**src/rtl/import_search_sequencer.sv**
```systemverilog
// Name-resolution sequencer for package import search order.
// Resolves one name at a time against three tiers of tables:
//   local declarations -> explicit imports -> wildcard-imported package exports.
// One table index is compared per cycle.
//
// Ports:
//   clk, rst_n      clock, asynchronous active-low reset
//   cfg_*           table write/clear port, accepted only while idle (cfg_ready)
//   req_valid/ready lookup request handshake, req_name is the name to resolve
//   rsp_valid/ready result handshake
//   rsp_kind        0 NOT_FOUND, 1 LOCAL, 2 EXPLICIT, 3 WILDCARD, 4 AMBIGUOUS, 5 EXPL_BROKEN
//   rsp_val         resolved value (0 unless LOCAL/EXPLICIT/WILDCARD)
//   rsp_pkg         resolving package, or lowest ambiguous package
//   rsp_pkg2        second-lowest ambiguous package
module import_search_sequencer #(
   parameter int unsigned NAME_W      = 8,
   parameter int unsigned VAL_W       = 32,
   parameter int unsigned NUM_PKG     = 2,
   parameter int unsigned LOCAL_DEPTH = 8,
   parameter int unsigned EXPL_DEPTH  = 4,
   parameter int unsigned PKG_DEPTH   = 8,
   localparam int unsigned MAX_DEPTH  = (LOCAL_DEPTH > EXPL_DEPTH) ?
                                        ((LOCAL_DEPTH > PKG_DEPTH) ? LOCAL_DEPTH : PKG_DEPTH) :
                                        ((EXPL_DEPTH > PKG_DEPTH) ? EXPL_DEPTH : PKG_DEPTH),
   localparam int unsigned ADDR_W     = (MAX_DEPTH > 1) ? $clog2(MAX_DEPTH) : 1
) (
   input  logic              clk,
   input  logic              rst_n,
   input  logic              cfg_we,
   input  logic              cfg_clr,
   input  logic [1:0]        cfg_tier,
   input  logic [2:0]        cfg_pkg,
   input  logic [ADDR_W-1:0] cfg_addr,
   input  logic [NAME_W-1:0] cfg_name,
   input  logic [VAL_W-1:0]  cfg_val,
   output logic              cfg_ready,
   input  logic              req_valid,
   output logic              req_ready,
   input  logic [NAME_W-1:0] req_name,
   output logic              rsp_valid,
   input  logic              rsp_ready,
   output logic [2:0]        rsp_kind,
   output logic [VAL_W-1:0]  rsp_val,
   output logic [2:0]        rsp_pkg,
   output logic [2:0]        rsp_pkg2
);

   localparam int unsigned LOC_AW  = (LOCAL_DEPTH > 1) ? $clog2(LOCAL_DEPTH) : 1;
   localparam int unsigned EXPL_AW = (EXPL_DEPTH > 1) ? $clog2(EXPL_DEPTH) : 1;
   localparam int unsigned PD_AW   = (PKG_DEPTH > 1) ? $clog2(PKG_DEPTH) : 1;
   localparam int unsigned PKG_AW  = (NUM_PKG > 1) ? $clog2(NUM_PKG) : 1;
   localparam int unsigned IDX_W   = ADDR_W;

   localparam logic [2:0] K_NOT_FOUND = 3'd0;
   localparam logic [2:0] K_LOCAL     = 3'd1;
   localparam logic [2:0] K_EXPLICIT  = 3'd2;
   localparam logic [2:0] K_WILDCARD  = 3'd3;
   localparam logic [2:0] K_AMBIGUOUS = 3'd4;
   localparam logic [2:0] K_BROKEN    = 3'd5;

   typedef enum logic [2:0] {
      S_IDLE, S_SCAN_LOCAL, S_SCAN_EXPL, S_FETCH_EXPL, S_SCAN_WILD, S_WILD_DONE, S_RESP
   } state_t;

   // Tables: valid bits are reset, contents are not.
   logic [LOCAL_DEPTH-1:0]            loc_v;
   logic [NAME_W-1:0]                 loc_name [LOCAL_DEPTH];
   logic [VAL_W-1:0]                  loc_val  [LOCAL_DEPTH];
   logic [EXPL_DEPTH-1:0]             expl_v;
   logic [NAME_W-1:0]                 expl_name [EXPL_DEPTH];
   logic [2:0]                        expl_pkg  [EXPL_DEPTH];
   logic [NUM_PKG-1:0][PKG_DEPTH-1:0] pkg_v;
   logic [NAME_W-1:0]                 pkg_name [NUM_PKG][PKG_DEPTH];
   logic [VAL_W-1:0]                  pkg_val  [NUM_PKG][PKG_DEPTH];

   state_t                         state, state_d;
   logic [IDX_W-1:0]               idx, idx_d;
   logic [NAME_W-1:0]              name_q, name_d;
   logic [2:0]                     tgt_q, tgt_d;
   logic [NUM_PKG-1:0]             mask_q, mask_d;
   logic [NUM_PKG-1:0][VAL_W-1:0]  fval_q, fval_d;
   logic [2:0]                     kind_q, kind_d;
   logic [VAL_W-1:0]               val_q, val_d;
   logic [2:0]                     pkg_q, pkg_d;
   logic [2:0]                     pkg2_q, pkg2_d;

   logic                           cfg_ok, tbl_clr, we_loc, we_expl, we_pkg;
   logic                           loc_hit, expl_hit, fetch_hit, tgt_ok;
   logic [NUM_PKG-1:0]             wild_hit;
   logic [NUM_PKG-1:0][VAL_W-1:0]  wild_val;
   logic                           found1, found2;
   logic [2:0]                     p1, p2;
   logic [VAL_W-1:0]               v1;

   assign cfg_ready = (state == S_IDLE);
   assign req_ready = (state == S_IDLE) && !cfg_we && !cfg_clr;
   assign rsp_valid = (state == S_RESP);
   assign rsp_kind  = kind_q;
   assign rsp_val   = val_q;
   assign rsp_pkg   = pkg_q;
   assign rsp_pkg2  = pkg2_q;

   // Configuration decode; clear beats write, out-of-range addresses are dropped.
   assign tbl_clr = (state == S_IDLE) && cfg_clr;
   assign cfg_ok  = (state == S_IDLE) && cfg_we && !cfg_clr;
   assign we_loc  = cfg_ok && (cfg_tier == 2'd0) && (32'(cfg_addr) < LOCAL_DEPTH);
   assign we_expl = cfg_ok && (cfg_tier == 2'd1) && (32'(cfg_addr) < EXPL_DEPTH);
   assign we_pkg  = cfg_ok && (cfg_tier == 2'd2) && (32'(cfg_addr) < PKG_DEPTH) &&
                    (32'(cfg_pkg) < NUM_PKG);

   // Entry valid bits.
   always_ff @(posedge clk or negedge rst_n) begin
      if (!rst_n) begin
         loc_v  <= '0;
         expl_v <= '0;
         pkg_v  <= '0;
      end else if (tbl_clr) begin
         loc_v  <= '0;
         expl_v <= '0;
         pkg_v  <= '0;
      end else begin
         if (we_loc)  loc_v[LOC_AW'(cfg_addr)]   <= 1'b1;
         if (we_expl) expl_v[EXPL_AW'(cfg_addr)] <= 1'b1;
         if (we_pkg)  pkg_v[PKG_AW'(cfg_pkg)][PD_AW'(cfg_addr)] <= 1'b1;
      end
   end

   // Entry contents.
   always_ff @(posedge clk) begin
      if (we_loc) begin
         loc_name[LOC_AW'(cfg_addr)] <= cfg_name;
         loc_val[LOC_AW'(cfg_addr)]  <= cfg_val;
      end
      if (we_expl) begin
         expl_name[EXPL_AW'(cfg_addr)] <= cfg_name;
         expl_pkg[EXPL_AW'(cfg_addr)]  <= cfg_pkg;
      end
      if (we_pkg) begin
         pkg_name[PKG_AW'(cfg_pkg)][PD_AW'(cfg_addr)] <= cfg_name;
         pkg_val[PKG_AW'(cfg_pkg)][PD_AW'(cfg_addr)]  <= cfg_val;
      end
   end

   // Per-cycle compare of entry idx in every tier.
   always_comb begin
      wild_hit = '0;
      wild_val = '0;
      tgt_ok   = (32'(tgt_q) < NUM_PKG);
      loc_hit  = loc_v[LOC_AW'(idx)] && (loc_name[LOC_AW'(idx)] == name_q);
      expl_hit = expl_v[EXPL_AW'(idx)] && (expl_name[EXPL_AW'(idx)] == name_q);
      fetch_hit = tgt_ok && pkg_v[PKG_AW'(tgt_q)][PD_AW'(idx)] &&
                  (pkg_name[PKG_AW'(tgt_q)][PD_AW'(idx)] == name_q);
      for (int p = 0; p < NUM_PKG; p++) begin
         wild_hit[p] = pkg_v[p][PD_AW'(idx)] && (pkg_name[p][PD_AW'(idx)] == name_q);
         wild_val[p] = pkg_val[p][PD_AW'(idx)];
      end
   end

   // Next state, scan bookkeeping and response payload.
   always_comb begin
      state_d = state;
      idx_d   = idx;
      name_d  = name_q;
      tgt_d   = tgt_q;
      mask_d  = mask_q;
      fval_d  = fval_q;
      kind_d  = kind_q;
      val_d   = val_q;
      pkg_d   = pkg_q;
      pkg2_d  = pkg2_q;
      found1  = 1'b0;
      found2  = 1'b0;
      p1      = '0;
      p2      = '0;
      v1      = '0;
      unique case (state)
         S_IDLE: begin
            if (req_valid && req_ready) begin
               state_d = S_SCAN_LOCAL;
               idx_d   = '0;
               name_d  = req_name;
               mask_d  = '0;
            end
         end
         S_SCAN_LOCAL: begin
            if (loc_hit) begin
               state_d = S_RESP;
               idx_d   = '0;
               kind_d  = K_LOCAL;
               val_d   = loc_val[LOC_AW'(idx)];
               pkg_d   = '0;
               pkg2_d  = '0;
            end else if (idx == IDX_W'(LOCAL_DEPTH - 1)) begin
               state_d = S_SCAN_EXPL;
               idx_d   = '0;
            end else begin
               idx_d = idx + IDX_W'(1);
            end
         end
         S_SCAN_EXPL: begin
            if (expl_hit) begin
               state_d = S_FETCH_EXPL;
               idx_d   = '0;
               tgt_d   = expl_pkg[EXPL_AW'(idx)];
            end else if (idx == IDX_W'(EXPL_DEPTH - 1)) begin
               state_d = S_SCAN_WILD;
               idx_d   = '0;
            end else begin
               idx_d = idx + IDX_W'(1);
            end
         end
         S_FETCH_EXPL: begin
            // An explicit import match commits the search; wildcards are skipped.
            if (fetch_hit) begin
               state_d = S_RESP;
               idx_d   = '0;
               kind_d  = K_EXPLICIT;
               val_d   = pkg_val[PKG_AW'(tgt_q)][PD_AW'(idx)];
               pkg_d   = tgt_q;
               pkg2_d  = '0;
            end else if (idx == IDX_W'(PKG_DEPTH - 1)) begin
               state_d = S_RESP;
               idx_d   = '0;
               kind_d  = K_BROKEN;
               val_d   = '0;
               pkg_d   = '0;
               pkg2_d  = '0;
            end else begin
               idx_d = idx + IDX_W'(1);
            end
         end
         S_SCAN_WILD: begin
            // Keep only the lowest-index value found in each package.
            for (int p = 0; p < NUM_PKG; p++) begin
               if (wild_hit[p] && !mask_q[p]) fval_d[p] = wild_val[p];
            end
            mask_d = mask_q | wild_hit;
            if (idx == IDX_W'(PKG_DEPTH - 1)) begin
               state_d = S_WILD_DONE;
               idx_d   = '0;
            end else begin
               idx_d = idx + IDX_W'(1);
            end
         end
         S_WILD_DONE: begin
            // Pick the two lowest packages with a hit.
            for (int p = 0; p < NUM_PKG; p++) begin
               if (mask_q[p]) begin
                  if (!found1) begin
                     found1 = 1'b1;
                     p1     = 3'(p);
                     v1     = fval_q[p];
                  end else if (!found2) begin
                     found2 = 1'b1;
                     p2     = 3'(p);
                  end
               end
            end
            state_d = S_RESP;
            if (!found1) begin
               kind_d = K_NOT_FOUND;
               val_d  = '0;
               pkg_d  = '0;
               pkg2_d = '0;
            end else if (!found2) begin
               kind_d = K_WILDCARD;
               val_d  = v1;
               pkg_d  = p1;
               pkg2_d = '0;
            end else begin
               kind_d = K_AMBIGUOUS;
               val_d  = '0;
               pkg_d  = p1;
               pkg2_d = p2;
            end
         end
         S_RESP: begin
            if (rsp_ready) begin
               state_d = S_IDLE;
               kind_d  = '0;
               val_d   = '0;
               pkg_d   = '0;
               pkg2_d  = '0;
            end
         end
         default: begin
            state_d = S_IDLE;
            idx_d   = '0;
         end
      endcase
   end

   // State and datapath registers.
   always_ff @(posedge clk or negedge rst_n) begin
      if (!rst_n) begin
         state  <= S_IDLE;
         idx    <= '0;
         name_q <= '0;
         tgt_q  <= '0;
         mask_q <= '0;
         fval_q <= '0;
         kind_q <= '0;
         val_q  <= '0;
         pkg_q  <= '0;
         pkg2_q <= '0;
      end else begin
         state  <= state_d;
         idx    <= idx_d;
         name_q <= name_d;
         tgt_q  <= tgt_d;
         mask_q <= mask_d;
         fval_q <= fval_d;
         kind_q <= kind_d;
         val_q  <= val_d;
         pkg_q  <= pkg_d;
         pkg2_q <= pkg2_d;
      end
   end

endmodule

```
**config.mk**
```make
export PLATFORM = sky130hd
export DESIGN_NAME = import_search_sequencer
export DESIGN_NICKNAME = d
export VERILOG_FILES = /design/src/rtl/import_search_sequencer.sv
export SDC_FILE = /design/constraint.sdc
export NUM_CORES = 1
export LEC_CHECK = 0
export CAP_MARGIN = 30
export CORE_MARGIN = 3
export CORE_UTILIZATION = 65
export CTS_CLUSTER_DIAMETER = 200
export DETAILED_ROUTE_END_ITERATION = 8
export PLACE_DENSITY_LB_ADDON = 0.12
export SYNTH_ARGS = -nofsm -noshare
export SYNTH_HDL_FRONTEND = slang
export SYNTH_SLANG_ARGS = --single-unit
```
**constraint.sdc**
```tcl
create_clock -name clk -period 11.4 [get_ports clk]
set_input_delay 2.85 -clock clk [delete_from_list [all_inputs] [get_ports clk]]
set_output_delay 2.85 -clock clk [all_outputs]
set_load 0.01 [all_outputs]
```
## Yosys cells after proc, flatten, opt, wreduce, memory -nomap -nowiden

Memory sizes are Yosys's and may differ from the RTL's. A register that Yosys moved wholly into a read port is not among the register bits.
Index checks and enable logic that the tools add are counted.

| storage, ports and cells | value |
|---|---|
| register bits | 149 |
| memory bits (writable) | 1,004 |
| bits of input ports | 62 |
| output and inout bits | 44 |
| word-level logic and storage cells | 218 |
| memories | 6 |

Memory list:

| memory | depth | width | read ports | clocked after memory_dff | write ports | RTL line | RTL |
|---|---|---|---|---|---|---|---|
| pkg_val | 2 | 256 | 3 | 0 | 1 | 74 | `logic [VAL_W-1:0] pkg_val [NUM_PKG][PKG_DEPTH];` |
| loc_val | 8 | 32 | 1 | 0 | 1 | 68 | `logic [VAL_W-1:0] loc_val [LOCAL_DEPTH];` |
| pkg_name | 2 | 64 | 3 | 0 | 1 | 73 | `logic [NAME_W-1:0] pkg_name [NUM_PKG][PKG_DEPTH];` |
| loc_name | 8 | 8 | 1 | 0 | 1 | 67 | `logic [NAME_W-1:0] loc_name [LOCAL_DEPTH];` |
| expl_name | 4 | 8 | 1 | 0 | 1 | 70 | `logic [NAME_W-1:0] expl_name [EXPL_DEPTH];` |
| expl_pkg | 4 | 3 | 1 | 1 | 1 | 71 | `logic [2:0] expl_pkg [EXPL_DEPTH];` |

| cells by class | value |
|---|---|
| add/sub/neg operators | 1 |
| order comparisons | 15 |
| eq/ne operators | 22 |
| mux-type cells | 109 |
| bitwise operators | 7 |
| reduce and logical (&&, ||, !) cells | 44 |

Operator list:

| operator | number |
|---|---|
| 2-to-1 mux 32 bit | 16 |
| binary-select mux 32 bit (select 3 bit) | 3 |
| 2-to-1 mux 256 bit | 1 |
| one-hot mux 32 bit (4 select lines) | 1 |
| demux 32 bit (select 3 bit) | 1 |
| 2-to-1 mux 8 bit | 12 |
| 2-to-1 mux 3 bit | 26 |
| binary-select mux 8 bit (select 3 bit) | 3 |
| 2-to-1 mux 64 bit | 1 |
| equality test 8 bit | 5 |
| one-hot mux 3 bit (4 select lines) | 3 |
| 2-to-1 mux 16 bit | 2 |
| 2-to-1 mux 1 bit | 25 |
| demux 8 bit (select 3 bit) | 1 |
| logical AND 1 bit | 23 |
| one-hot mux 3 bit (7 select lines) | 1 |
| one-hot mux 3 bit (6 select lines) | 1 |
| OR 16 bit | 1 |
| binary-select mux 1 bit (select 3 bit) | 4 |
| equality test 3 bit (second input constant) | 4 |
| AND reduction 2 bit | 6 |
| equality test 3 x 2 -> 1 bit (second input constant) | 3 |
| != test 3 bit (second input constant) | 3 |
| demux 8 bit (select 1 bit) | 1 |
| other kinds (35) | 51 |

## Depth between registers and ports, before layout

| logic depth | value |
|---|---|
| depth in word-level cells | 9 |
| depth in mapped cells | 15 |
| gate-level depth less buffers | 8 |

## Least setup slack after synthesis

Ideal clock, no wire load.

| timing path | value |
|---|---|
| kind | input to output |
| start | input cfg_clr |
| end | output req_ready |
| arrival | 3.221 ns |
| data required time | 8.550 ns |
| slack | 5.329 ns |
| stages | 1 |
| buffers on the path | 0 |
| cells stage by stage | nor3b_1 |

| on the way | value |
|---|---|
| cells in the longest elaborated chain, start to end | 2 |

Ends and longest elaborated chain:

| element | RTL line | RTL |
|---|---|---|
| start: declaration | 30 | `input logic cfg_clr,` |
| logical NOT 1 bit | 96 | `assign req_ready = (state == S_IDLE) && !cfg_we && !cfg_clr;` |
| logical AND 1 bit | 96 |  |
| end: declaration | 38 | `output logic req_ready,` |

No other way between the ends.

## Worst setup path in the final report

Ends and elaborated chain as after synthesis.

==> results.yml <==
placed_design:
  dp_hpwl_mm: 68.9
  io_buffers: 103
  gp_congestion: 0.852
  dp.cells: 3574
power_and_ir_drop:
  pwr_density_cell_nw_per_um2: 218
  power.leakage_nw: 18.9
  irDropWorstVdd_mv: 0.228
clock_tree:
  cts_buffers: 113
  post_cts_buffers: 0
  cts_buffer_depth: 3
  cts_root_buffer: "clkbuf_16"
  cts_tree: "yes"
  clk_latency_ns: 0.69
  ctsHtreeMaxLevel: 3
  path_clk_slew_ns: 0.06
  ctsResizeCount: 0
  hold_buffers: 0
  clock_sink_count: 1154
timing:
  rsz0062_at_grt: "false"
  period_needed_ns: 7.06
  setup_viol: 0
  slew_viol_final: 0
  fmax_mhz: 142
  fin_crit_sh_pct: 62.0
  relSlewSlack_pct: 17.3
  hold_violations: 0
  finalSetupTns_ns: 0
  clock_skew_ns: 0.0233
  worst_pin_slew_ns: 1.24
worst_setup_path:
  critical_path_class: "in2out"
  regToRegEndpoint: "rsp_val[6]$_DFFE_PN0P_"
  cp_cell_sequence: "clkdlybuf4s50_1 -> nor3b_1 -> clkdlybuf4s50_1"
  reg2reg_slack_ns: 5.52
  start_kind: "input port"
  cp_num_buf_inv: 2
  cp.depth: 3
  critPathMaxFanout: 3
  cp_slowest_cell: "clkdlybuf4s50_1"
  critPathCaptureType: "output port"
  max_stage_delay_ns: 0.59
  crit_top_cell: "clkdlybuf4s50_1"
  worstPathArrival_ns: 4.21
  r2r_start: "tgt_q[0]$_DFFE_PN0P_"
  reg2regPathDepth: 10
  crit_family: "buffers and inverters"
  worstPathRequired_ns: 8.55
global_routing:
  antenna_found_initial: 2
  grt_max_degree: 144
  grt_pass1_wl_mm: 188
  grt_use_total_pct: 32.4
  grt-ovfl-total: 0
  grt_pass1_vias: 28100
floorplanning:
  core_sq_um: 76100
  die_w_um: 283
  dieArea_sq_um: 80300
  start_util_pct: 65.7
  ios: 106
  rows: 101
  die_h_um: 283
logic_synthesis:
  async_flop_share_pct: 13.0
  ys_types: 62
  avgSynthCellArea_sq_um: 19.6
  synthTopCellsByArea: "edfxtp_1 60%, mux4_2 20%, dfrtp_1 7.5%, mux2_2 2.3%, nand2_1 1.7%"
  synth-seq-cells: 1154
  ys_seq_area_share_pct: 67.8
  synth_top_flop_cell: "edfxtp_1"
  synth-edff-count: 1004
  syn_inst: 2551
  synth_top_area_share_pct: 60.3
  synth_top_cell_by_area: "edfxtp_1"
  yosys_warnings: 0
  syn_area_sq_um: 50000
hold_path:
  whs_path_depth: 1
  min_path_type: "reg2reg"
  min-delay-start: "rsp_val[28]$_DFFE_PN0P_"
  hold_end: "rsp_val[28]$_DFFE_PN0P_"
run:
  cap_viol_max_count: 0
cells_and_area:
  fillCellCount: 4365
  layout.cells.non_filler: 3801
  final_cell_mix: "1,004 x edfxtp_1, 446 x mux4_2, 225 x nand2_1"
  final_common_cell: "edfxtp_1"
  multi_input_area_sq_um: 15300
  fin_nets: 2739
  seqCellArea_sq_um: 33900
  final_layout_size_suffix_gt1_share_pct: 30.3
  area_growth_pct: 13.2
detailed_routing:
  wl_per_cell_um: 33.5
  drt_iter0_drc: 3428
  firstDrtPassIters: 7
  routed_via_density: 7.16
  postRouteAntennaNets: 0
  wirelength_mm: 127
  drc: 0
  dr_total_vias: 27200
status:
  status: "complete, no violations"
-- through the flow --
stage	hold WS, ns	cell area (sq um)	worst slack [ns]	power (W)	util [%]
2_1_floorplan	0.459	50000	5.33	0.00748	-
3_3_place_gp	0.468	52200	4.31	0.00836	68.6
3_5_place_dp	0.479	52400	4.38	0.00845	68.8
4_1_cts	0.492	56300	4.35	0.0124	74.0
5_1_grt	0.506	56600	4.28	0.0128	74.4
6_report	0.490	56600	4.34	0.0123	74.4
-- worst max path at each step --
stage / startpoint / end / slack, ns
2_1_floorplan: cfg_clr / req_ready / 5.33
3_5_place_dp: cfg_clr / req_ready / 4.38
3_3_place_gp: cfg_clr / req_ready / 4.31
6_report: cfg_clr / req_ready / 4.34
4_1_cts: cfg_clr / req_ready / 4.35
5_1_grt: cfg_clr / req_ready / 4.28
-- logic make-up (layout without fill, tap and decap cells) --
family | Yosys count | count (layout) | share of synthesized area, %
AOI/OAI and AO/OA | 169 | 169 | 2.43
xor gates and xnor gates | 41 | 41 | 0.718
adders and majority gates | 8 | 8 | 0.200
buffers and inverters | 220 | 437 | 2.00
DFF | 1154 | 1154 | 67.8
muxes | 632 | 632 | 24.1
other | 1 | 4 | 0.00750
and+or+nand+nor | 326 | 326 | 2.74
-- cell usage after synthesis, types with 34 or more instances --
| cell type | n |
|---|---|
| a22oi_1 | 34 |
| buf_2 | 50 |
| clkbuf_1 | 79 |
| dfrtp_1 | 150 |
| edfxtp_1 | 1004 |
| inv_1 | 46 |
| mux2_2 | 104 |
| mux2i_1 | 76 |
| mux4_2 | 446 |
| nand2_1 | 227 |
| nor2_1 | 45 |
| o21ai_0 | 40 |
-- cell type report --
type / count / area share [%]
Tap cell: 1030 / 2.28
Antenna cell: 2 / 0.00885
Clock inverter: 69 / 1.48
Inverter: 48 / 0.330
Sequential cell: 1154 / 60.0
Multi-Input combinational cell: 1178 / 27.1
Clock buffer: 146 / 5.51
Timing Repair Buffer: 174 / 3.35
-- sequential cells by signal, indices dropped and copies added (netlist names) --
signal / cells
rsp_pkg: 3
pkg_val: 512
rsp_pkg2: 1
expl_v: 4
pkg_name: 128
mask_q: 2
fval_q: 64
tgt_q: 3
expl_name: 32
pkg_v: 16
rsp_kind: 3
name_q: 8
expl_pkg: 12
loc_name: 64
loc_val: 256
loc_v: 8
idx: 3
rsp_val: 32
state: 3
-- routing by layer --
metal	up-vias	global-route usage [%]	wire length, um
met1	14400	46.1	47000
met2	1794	51.3	61800
li1	10700	-	-
met3	333	5.86	13100
met5	-	0	80
met4	2	12.6	5270
-- report_power, final --
group | internal (W) | total, W | switching [W]
combinational | 0.00176 | 0.00349 | 0.00173
clock | 0.00236 | 0.00394 | 0.00158
sequential | 0.00470 | 0.00491 | 0.000213
total | 0.00882 | 0.0123 | 0.00353
Note: power is estimated with default switching activity, not from simulation.
